===== src/rtl/ps2_move_decoder.sv =====
// PS/2 scancode decoder producing held left/right move levels and a stretched restart pulse.
// Optional feature: define PS2_STUCK_TIMEOUT_EN to clear held keys after TIMEOUT_CYCLES idle cycles.
module ps2_move_decoder #(
    parameter logic [31:0] RESTART_HOLD   = 32'd50000,
    parameter logic [31:0] TIMEOUT_CYCLES = 32'd50000000
) (
    input  logic       clock,
    input  logic       ctrl_reset_n,
    input  logic [7:0] ps2_key_data,
    input  logic       ps2_key_pressed,
    output logic       move_left,
    output logic       move_right,
    output logic       game_status
);

    localparam logic [1:0] IDLE    = 2'd0;
    localparam logic [1:0] EXT     = 2'd1;
    localparam logic [1:0] BRK     = 2'd2;
    localparam logic [1:0] EXT_BRK = 2'd3;

    localparam logic [7:0] CODE_EXT   = 8'hE0;
    localparam logic [7:0] CODE_BRK   = 8'hF0;
    localparam logic [7:0] CODE_LEFT  = 8'h6B;
    localparam logic [7:0] CODE_RIGHT = 8'h74;
    localparam logic [7:0] CODE_A     = 8'h1C;
    localparam logic [7:0] CODE_D     = 8'h23;
    localparam logic [7:0] CODE_ENTER = 8'h5A;

    logic [1:0]  state_reg, state_next;
    logic        left_arrow_reg, left_arrow_next;
    logic        right_arrow_reg, right_arrow_next;
    logic        key_a_reg, key_a_next;
    logic        key_d_reg, key_d_next;
    logic [31:0] hold_reg, hold_next;
    logic        do_make, do_break, is_ext;

`ifdef PS2_STUCK_TIMEOUT_EN
    logic [31:0] idle_cnt_reg, idle_cnt_next;
    logic        timeout_hit;

    assign timeout_hit   = (idle_cnt_reg >= TIMEOUT_CYCLES);
    assign idle_cnt_next = ps2_key_pressed ? 32'd0 :
                           (idle_cnt_reg == 32'hFFFF_FFFF) ? idle_cnt_reg : idle_cnt_reg + 32'd1;

    always_ff @(posedge clock or negedge ctrl_reset_n) begin
        if (!ctrl_reset_n) begin
            idle_cnt_reg <= 32'd0;
        end else begin
            idle_cnt_reg <= idle_cnt_next;
        end
    end
`endif

    // Prefix tracking: decide whether this byte is a make, a break, or only a prefix.
    always_comb begin
        state_next = state_reg;
        do_make    = 1'b0;
        do_break   = 1'b0;
        is_ext     = 1'b0;
        if (ps2_key_pressed) begin
            case (state_reg)
                IDLE: begin
                    if (ps2_key_data == CODE_EXT) begin
                        state_next = EXT;
                    end else if (ps2_key_data == CODE_BRK) begin
                        state_next = BRK;
                    end else begin
                        do_make = 1'b1;
                    end
                end
                EXT: begin
                    if (ps2_key_data == CODE_BRK) begin
                        state_next = EXT_BRK;
                    end else if (ps2_key_data != CODE_EXT) begin
                        do_make    = 1'b1;
                        is_ext     = 1'b1;
                        state_next = IDLE;
                    end
                end
                BRK: begin
                    do_break   = 1'b1;
                    state_next = IDLE;
                end
                default: begin
                    do_break   = 1'b1;
                    is_ext     = 1'b1;
                    state_next = IDLE;
                end
            endcase
        end
    end

    // Key map: makes set a held flag, breaks clear it; Enter make reloads the hold counter.
    always_comb begin
        left_arrow_next  = left_arrow_reg;
        right_arrow_next = right_arrow_reg;
        key_a_next       = key_a_reg;
        key_d_next       = key_d_reg;
        hold_next        = (hold_reg != 32'd0) ? hold_reg - 32'd1 : 32'd0;
        if (do_make || do_break) begin
            if (is_ext) begin
                if (ps2_key_data == CODE_LEFT)  left_arrow_next  = do_make;
                if (ps2_key_data == CODE_RIGHT) right_arrow_next = do_make;
            end else begin
                if (ps2_key_data == CODE_A) key_a_next = do_make;
                if (ps2_key_data == CODE_D) key_d_next = do_make;
                if (ps2_key_data == CODE_ENTER && do_make) hold_next = RESTART_HOLD;
            end
        end
`ifdef PS2_STUCK_TIMEOUT_EN
        if (!ps2_key_pressed && timeout_hit) begin
            left_arrow_next  = 1'b0;
            right_arrow_next = 1'b0;
            key_a_next       = 1'b0;
            key_d_next       = 1'b0;
        end
`endif
    end

    logic [1:0] state_final;
`ifdef PS2_STUCK_TIMEOUT_EN
    assign state_final = (!ps2_key_pressed && timeout_hit) ? IDLE : state_next;
`else
    assign state_final = state_next;
`endif

    always_ff @(posedge clock or negedge ctrl_reset_n) begin
        if (!ctrl_reset_n) begin
            state_reg       <= IDLE;
            left_arrow_reg  <= 1'b0;
            right_arrow_reg <= 1'b0;
            key_a_reg       <= 1'b0;
            key_d_reg       <= 1'b0;
            hold_reg        <= 32'd0;
            move_left       <= 1'b0;
            move_right      <= 1'b0;
            game_status     <= 1'b0;
        end else begin
            state_reg       <= state_final;
            left_arrow_reg  <= left_arrow_next;
            right_arrow_reg <= right_arrow_next;
            key_a_reg       <= key_a_next;
            key_d_reg       <= key_d_next;
            hold_reg        <= hold_next;
            move_left       <= left_arrow_next | key_a_next;
            move_right      <= right_arrow_next | key_d_next;
            game_status     <= (hold_next != 32'd0);
        end
    end

endmodule


===== config.mk =====
export PLATFORM = sky130hd
export DESIGN_NAME = ps2_move_decoder
export DESIGN_NICKNAME = d
export VERILOG_FILES = /design/src/rtl/ps2_move_decoder.sv
export SDC_FILE = /design/constraint.sdc
export NUM_CORES = 1
export LEC_CHECK = 0
export BUFFER_PORTS_ARGS = -buffer_cell sky130_fd_sc_hd__buf_2
export CORE_AREA = 2 2 70 72
export DETAILED_ROUTE_END_ITERATION = 8
export DIE_AREA = 0 0 72 74
export GPL_TIMING_DRIVEN = 0
export PLACE_DENSITY = 0.67
export SETUP_SLACK_MARGIN = 0.02
export SLEW_MARGIN = 30
export SYNTH_ARGS = -nofsm -noshare
export SYNTH_HDL_FRONTEND = slang
export SYNTH_SLANG_ARGS = --single-unit

===== constraint.sdc =====
create_clock -name clock -period 3.1 [get_ports clock]
set_input_delay 0.62 -clock clock [delete_from_list [all_inputs] [get_ports clock]]
set_output_delay 0.62 -clock clock [all_outputs]
set_load 0.02 [all_outputs]

==> results.yml, run 1 <==
clocking:
  clock_latency_ns: 0.29
  numCtsBuffers: 5
  cts_sinks: 41
  clk_pin_slew_ns: 0.08
  clockRootBuffer: "clkbuf_8"
  clock_path_buffers: 2
  hold_buffers: 0
  h-tree-depth: 2
  cts_tree: "yes"
placed_design:
  io_buffers: 13
  dp_cells: 288
  place.detailed.hpwl_mm: 3.140
  placed_cell_area_um2: 2338
  gp_congestion: 0.8838
  dpl_worst_slack_ns: 0.03591
cells_and_area:
  fillCellCount: 416
  drive_above_1_share: 0.1714
  finalInstanceArea_um2: 2484
  stdcell_count: 299
  nets: 256
  largest_reg_flops: 32
  layout_common_cells: "41 x dfrtp_1, 37 x nor2_1, 21 x xnor2_1"
  final_common_cell: "dfrtp_1"
  syn_to_final_growth_pct: 12.59
  antenna_cells: 0
setup_path:
  cp.arrival_ns: 3.05
  max_stage_delay_ns: 0.54
  critical_path_class: "flop to flop"
  cp-start-kind: "flop"
  slowest_stage: "or4_1"
  cp_max_fo: 7
  crit_required_ns: 3.26
  path_cells: "inv_1, ha_1, nor3b_4, nand4b_4, nor2_1, xnor2_1, nor4b_1, a31oi_1, or4_1"
  cp-end-kind: "flop"
global_route:
  grt_pass1_wl_mm: 7.610
  grt_pass1_vias: 1627
  grt.overflow.total: 0
  antenna_found_initial: 0
  grtUsageTotal: 0.1862
  grt_max_degree: 42
detailed_routing:
  dr.pass1.iters: 4
  drc: 0
  route.met2.wl_mm: 2.074
  wirelength_mm: 4.436
  drt-met1-wl_mm: 2.162
  drtAntennaViolNets: 0
  met3_length_um: 160
  vias: 1679
  drtIter0Drc: 126
  drt-wirelength-per-cell_um: 14.84
  via_per_inst: 5.615
  dr.max_layer_used: "met4"
sta:
  fin_crit_ns: 2.885
  setup_slack_ns: 0.2152
  drv_slew: 0
  finalSetupViolCount: 0
  slew_headroom: 0.5985
  tns_ns: 0
  clock-skew-final_ns: 0.008973
  rsz0062_at_grt: "false"
  fmax_mhz: 346.6
  fin_crit_sh: 0.9306
  worst_pin_slew_ns: 0.5977
  finalHoldViolCount: 0
synthesis:
  postSynthAreaPerCell_um2: 9.981
  mappedNetlistNets: 233
  synth_warnings: 0
  synth_area_um2: 2206
  synth_area_leaders: "dfrtp_1 47%, xnor2_1 8.3%, nor2_1 6.3%"
  synth-edff-count: 0
  synthFlopType: "dfrtp_1"
  ys_seq_area_frac: 0.4651
  ys_types: 44
  synth-seq-cells: 41
  yosysTopAreaCell: "dfrtp_1"
  synth_top_cell_area_share: 0.4651
  post_synth_inst_count: 221
  async_flop_share: 1.000
floorplan:
  coreArea_um2: 4598
  fp.dieH_um: 74
  num_rows: 25
  die_area_um2: 5328
  ioPinCount: 14
  start_util: 0.4797
  die_w_um: 72
power:
  seqPwrFrac: 0.558
  power.total_mw: 1.233
  power.density_nw_per_um2: 496.4
  ir_drop_uv: 220.5
  switching_share: 0.3077
  p_leak_nw: 1.037
  comb_power_share: 0.146
  switchingPower_uw: 379.3
  power.internal_uw: 853.6
  p_clk_frac: 0.296
outcome:
  status: "finished, final reports clean"
worst_hold_path:
  hp-class: "input pin to asynchronous set/reset pin"
job:
  drv_cap: 0
[layout make-up]
type | instances | area, µm² | share of cell area
timing repair buffer | 16 | 90.09 | 0.03627
multi-input combinational | 171 | 1170 | 0.4710
sequential | 41 | 1026 | 0.4131
inverter | 6 | 22.52 | 0.009068
clock buffer | 6 | 82.58 | 0.03325
clock inverter | 2 | 13.76 | 0.005542
tap | 54 | 67.56 | 0.02720
buffer | 3 | 11.26 | 0.004534
[metrics by stage]
step,utilization,hold slack [ns]
floorplan,-,0.3244
global placement,0.5086,0.4595
detailed placement,0.5086,0.4735
CTS,0.5309,0.4827
global route,0.5401,0.3528
finish,0.5401,0.3028
[worst paths after layout]
kind,depth (start not counted),start,slack [ns],endpoint
max in group asynchronous,1,ctrl_reset_n,2.42,hold_reg[9]
setup reg to reg,9,hold_reg[0],0.22,game_status
setup / recovery,9,hold_reg[0],0.22,game_status
hold reg to reg,2,key_a_reg,0.49,key_a_reg
hold / removal,1,ctrl_reset_n,0.30,hold_reg[5]
min in group clock,2,key_a_reg,0.49,key_a_reg
[power groups by stage]
| stage | Sequential, mW | Combinational (mW) | Clock [mW] |
|---|---|---|---|
| global route | 0.698 | 0.206 | 0.395 |
| finish | 0.688 | 0.180 | 0.365 |
| floorplan | 0.674 | 0.127 | 0 |
| detailed placement | 0.687 | 0.176 | 0 |
| CTS | 0.681 | 0.178 | 0.378 |
| global placement | 0.683 | 0.171 | 0 |
[synthesized netlist by cell type, types with 3 or more instances]
library cell / instances
nand4b_1: 3
nor4_1: 9
dfrtp_1: 41
nand3_1: 5
clkbuf_1: 3
nor3_1: 9
xor2_1: 8
a31oi_1: 3
nor2_1: 37
nand4_1: 4
and3_1: 3
nor4b_1: 4
inv_1: 5
nand2b_1: 3
nand2_1: 14
o21ai_0: 11
xnor2_1: 21
[per-layer routing]
layer  vias to the layer above  global-route usage
met2                        38              0.2860
met5                         -                   0
met3                         4             0.03659
met4                         0             0.07128
li1                        831                   -
met1                       806              0.2636
[logic make-up (layout without fill, tap and decap cells)]
| logic type | after synthesis | count (layout) | synth area share |
|---|---|---|---|
| AOI/OAI and AO/OA | 21 | 21 | 0.05616 |
| DFF | 41 | 41 | 0.4651 |
| buffers and inverters | 9 | 33 | 0.01531 |
| adders and majority gates | 1 | 1 | 0.005671 |
| xor gates and xnor gates | 29 | 29 | 0.1151 |
| muxes | 3 | 3 | 0.01475 |
| and+or+nand+nor | 117 | 117 | 0.3278 |
[worst max-delay path: cells and delay by family (launching register included)]
kind                       cells  cell delay (ns)
AOI/OAI and AO/OA              1             0.14
DFF                            1             0.46
adders and majority gates      1             0.21
xor gates and xnor gates       1             0.16
buffers and inverters          1             0.08
and+or+nand+nor                5             1.70
[what timing repair did]
item                       CTS  global route
buffers inserted             0             3
setup endpoints to repair    1             1
gates resized for setup      1             2
Note: power is estimated with default switching activity, not from simulation.
==> run 2, diff against run 1 <==
--- a/config.mk
+++ b/config.mk
@@ -11,6 +11,7 @@
 export DIE_AREA = 0 0 72 74
 export GPL_TIMING_DRIVEN = 0
 export PLACE_DENSITY = 0.67
+export RECOVER_POWER = 100
 export SETUP_SLACK_MARGIN = 0.02
 export SLEW_MARGIN = 30
 export SYNTH_ARGS = -nofsm -noshare
==> results.yml, run 2 (synthesis results as in run 1) <==
sta:
  finalHoldViolCount: 0
  fin_crit_sh: 0.9331
  tns_ns: 0
  rsz0062_at_grt: "false"
  slew_headroom: -0.4814
  clock-skew-final_ns: 0.008611
  finalSetupViolCount: 0
  fmax_mhz: 345.7
  drv_slew: 42
  worst_pin_slew_ns: 2.222
  fin_crit_ns: 2.893
setup_path:
  cp.arrival_ns: 3.06
  cp_max_fo: 7
  critical_path_class: "flop to flop"
  crit_required_ns: 3.26
  cp-end-kind: "flop"
  cp-start-kind: "flop"
global_route:
  grt_pass1_vias: 1627
  grtUsageTotal: 0.1862
  grt_max_degree: 42
  grt_pass1_wl_mm: 7.610
  antenna_found_initial: 0
  grt.overflow.total: 0
clocking:
  h-tree-depth: 2
  cts_sinks: 41
  clockRootBuffer: "clkbuf_8"
  clock_latency_ns: 0.29
  clk_pin_slew_ns: 0.08
  numCtsBuffers: 5
  clock_path_buffers: 2
  hold_buffers: 0
  cts_tree: "yes"
floorplan:
  die_w_um: 72
  num_rows: 25
  die_area_um2: 5328
  start_util: 0.4797
  ioPinCount: 14
  fp.dieH_um: 74
  coreArea_um2: 4598
cells_and_area:
  largest_reg_flops: 32
  antenna_cells: 0
  drive_above_1_share: 0.1265
  nets: 256
  fillCellCount: 421
  final_common_cell: "dfrtp_1"
  syn_to_final_growth_pct: 11.57
  final_util: 0.5352
  layout_common_cells: "41 x dfrtp_1, 37 x nor2_1, 21 x xnor2_1"
  finalInstanceArea_um2: 2461
detailed_routing:
  wirelength_mm: 4.461
  drtIter0Drc: 125
  vias: 1681
  dr.max_layer_used: "met4"
  met3_length_um: 123
  dr.pass1.iters: 4
  via_per_inst: 5.622
  drc: 0
  drtAntennaViolNets: 0
  drt-met1-wl_mm: 2.220
  drt-wirelength-per-cell_um: 14.92
  route.met2.wl_mm: 2.048
placed_design:
  io_buffers: 13
  gp_congestion: 0.8838
  place.detailed.hpwl_mm: 3.140
  placed_cell_area_um2: 2338
power:
  p_leak_nw: 1.021
  ir_drop_uv: 219.8
  power.density_nw_per_um2: 500.6
outcome:
  status: "finished, violations left"
  violations: "capacitance limit, slew limit"
job:
  drv_cap: 1
worst_hold_path:
  hp-class: "flop to flop"
## run 2: report_power, final
group / switching (mW) / total [mW] / internal, mW
Sequential: 0.0936 / 0.688 / 0.595
Clock: 0.185 / 0.365 / 0.180
Combinational: 0.102 / 0.179 / 0.0770
## run 2: cell type report
type	instances	area [µm²]	area share
Clock inverter	2	13.76	0.005592
Tap cell	54	67.56	0.02745
Timing Repair Buffer	16	80.08	0.03254
Buffer	3	11.26	0.004575
Sequential cell	41	1026	0.4169
Clock buffer	6	82.58	0.03355
Inverter	6	22.52	0.009151
Multi-Input combinational cell	171	1157	0.4703
## run 2: stage by stage
step	total power, mW	hold WS, ns	worst slack, ns	cells
global route	1.297	0.4957	0.04453	299
global placement	0.8548	0.4595	0.07229	288
finish	1.232	0.4810	0.2074	299
floorplan	0.8013	0.3244	0.5578	221
detailed placement	0.8628	0.4735	0.03591	288
CTS	1.237	0.4827	0.1219	296
## run 2: repair_timing
item / in CTS / in global routing
pin swaps: 0 / 0
endpoints found under the setup margin: 1 / 1
gates resized for setup: 1 / 2
hold endpoints to repair: 0 / 0
buffers inserted: 0 / 3
## run 2: critical path: stages (launching register included)
cell and delay [ns]:
dfrtp_1 0.46, inv_1 0.09, ha_1 0.21, nor3b_4 0.39
buf_4 0.19, o2111ai_1 0.10, a21oi_1 0.18, a21oi_1 0.06
nor4b_1 0.40, a31oi_1 0.14, or4_1 0.53
## run 2: path summary, 6_finish.rpt
kind,cells past startpoint,from,slack (ns),end
setup / recovery,10,hold_reg[0],0.21,game_status
min in group asynchronous,1,ctrl_reset_n,0.98,hold_reg[5]
hold reg to reg,1,right_arrow_reg,0.48,right_arrow_reg
max in group asynchronous,1,ctrl_reset_n,0.85,hold_reg[9]
hold / removal,1,right_arrow_reg,0.48,right_arrow_reg
setup reg to reg,10,hold_reg[0],0.21,game_status
## run 2: routing by layer
metal,GRT usage,vias to the layer above
li1,-,830
met1,0.2636,819
met2,0.2860,26
met3,0.03659,6
met4,0.07128,0
met5,0,-
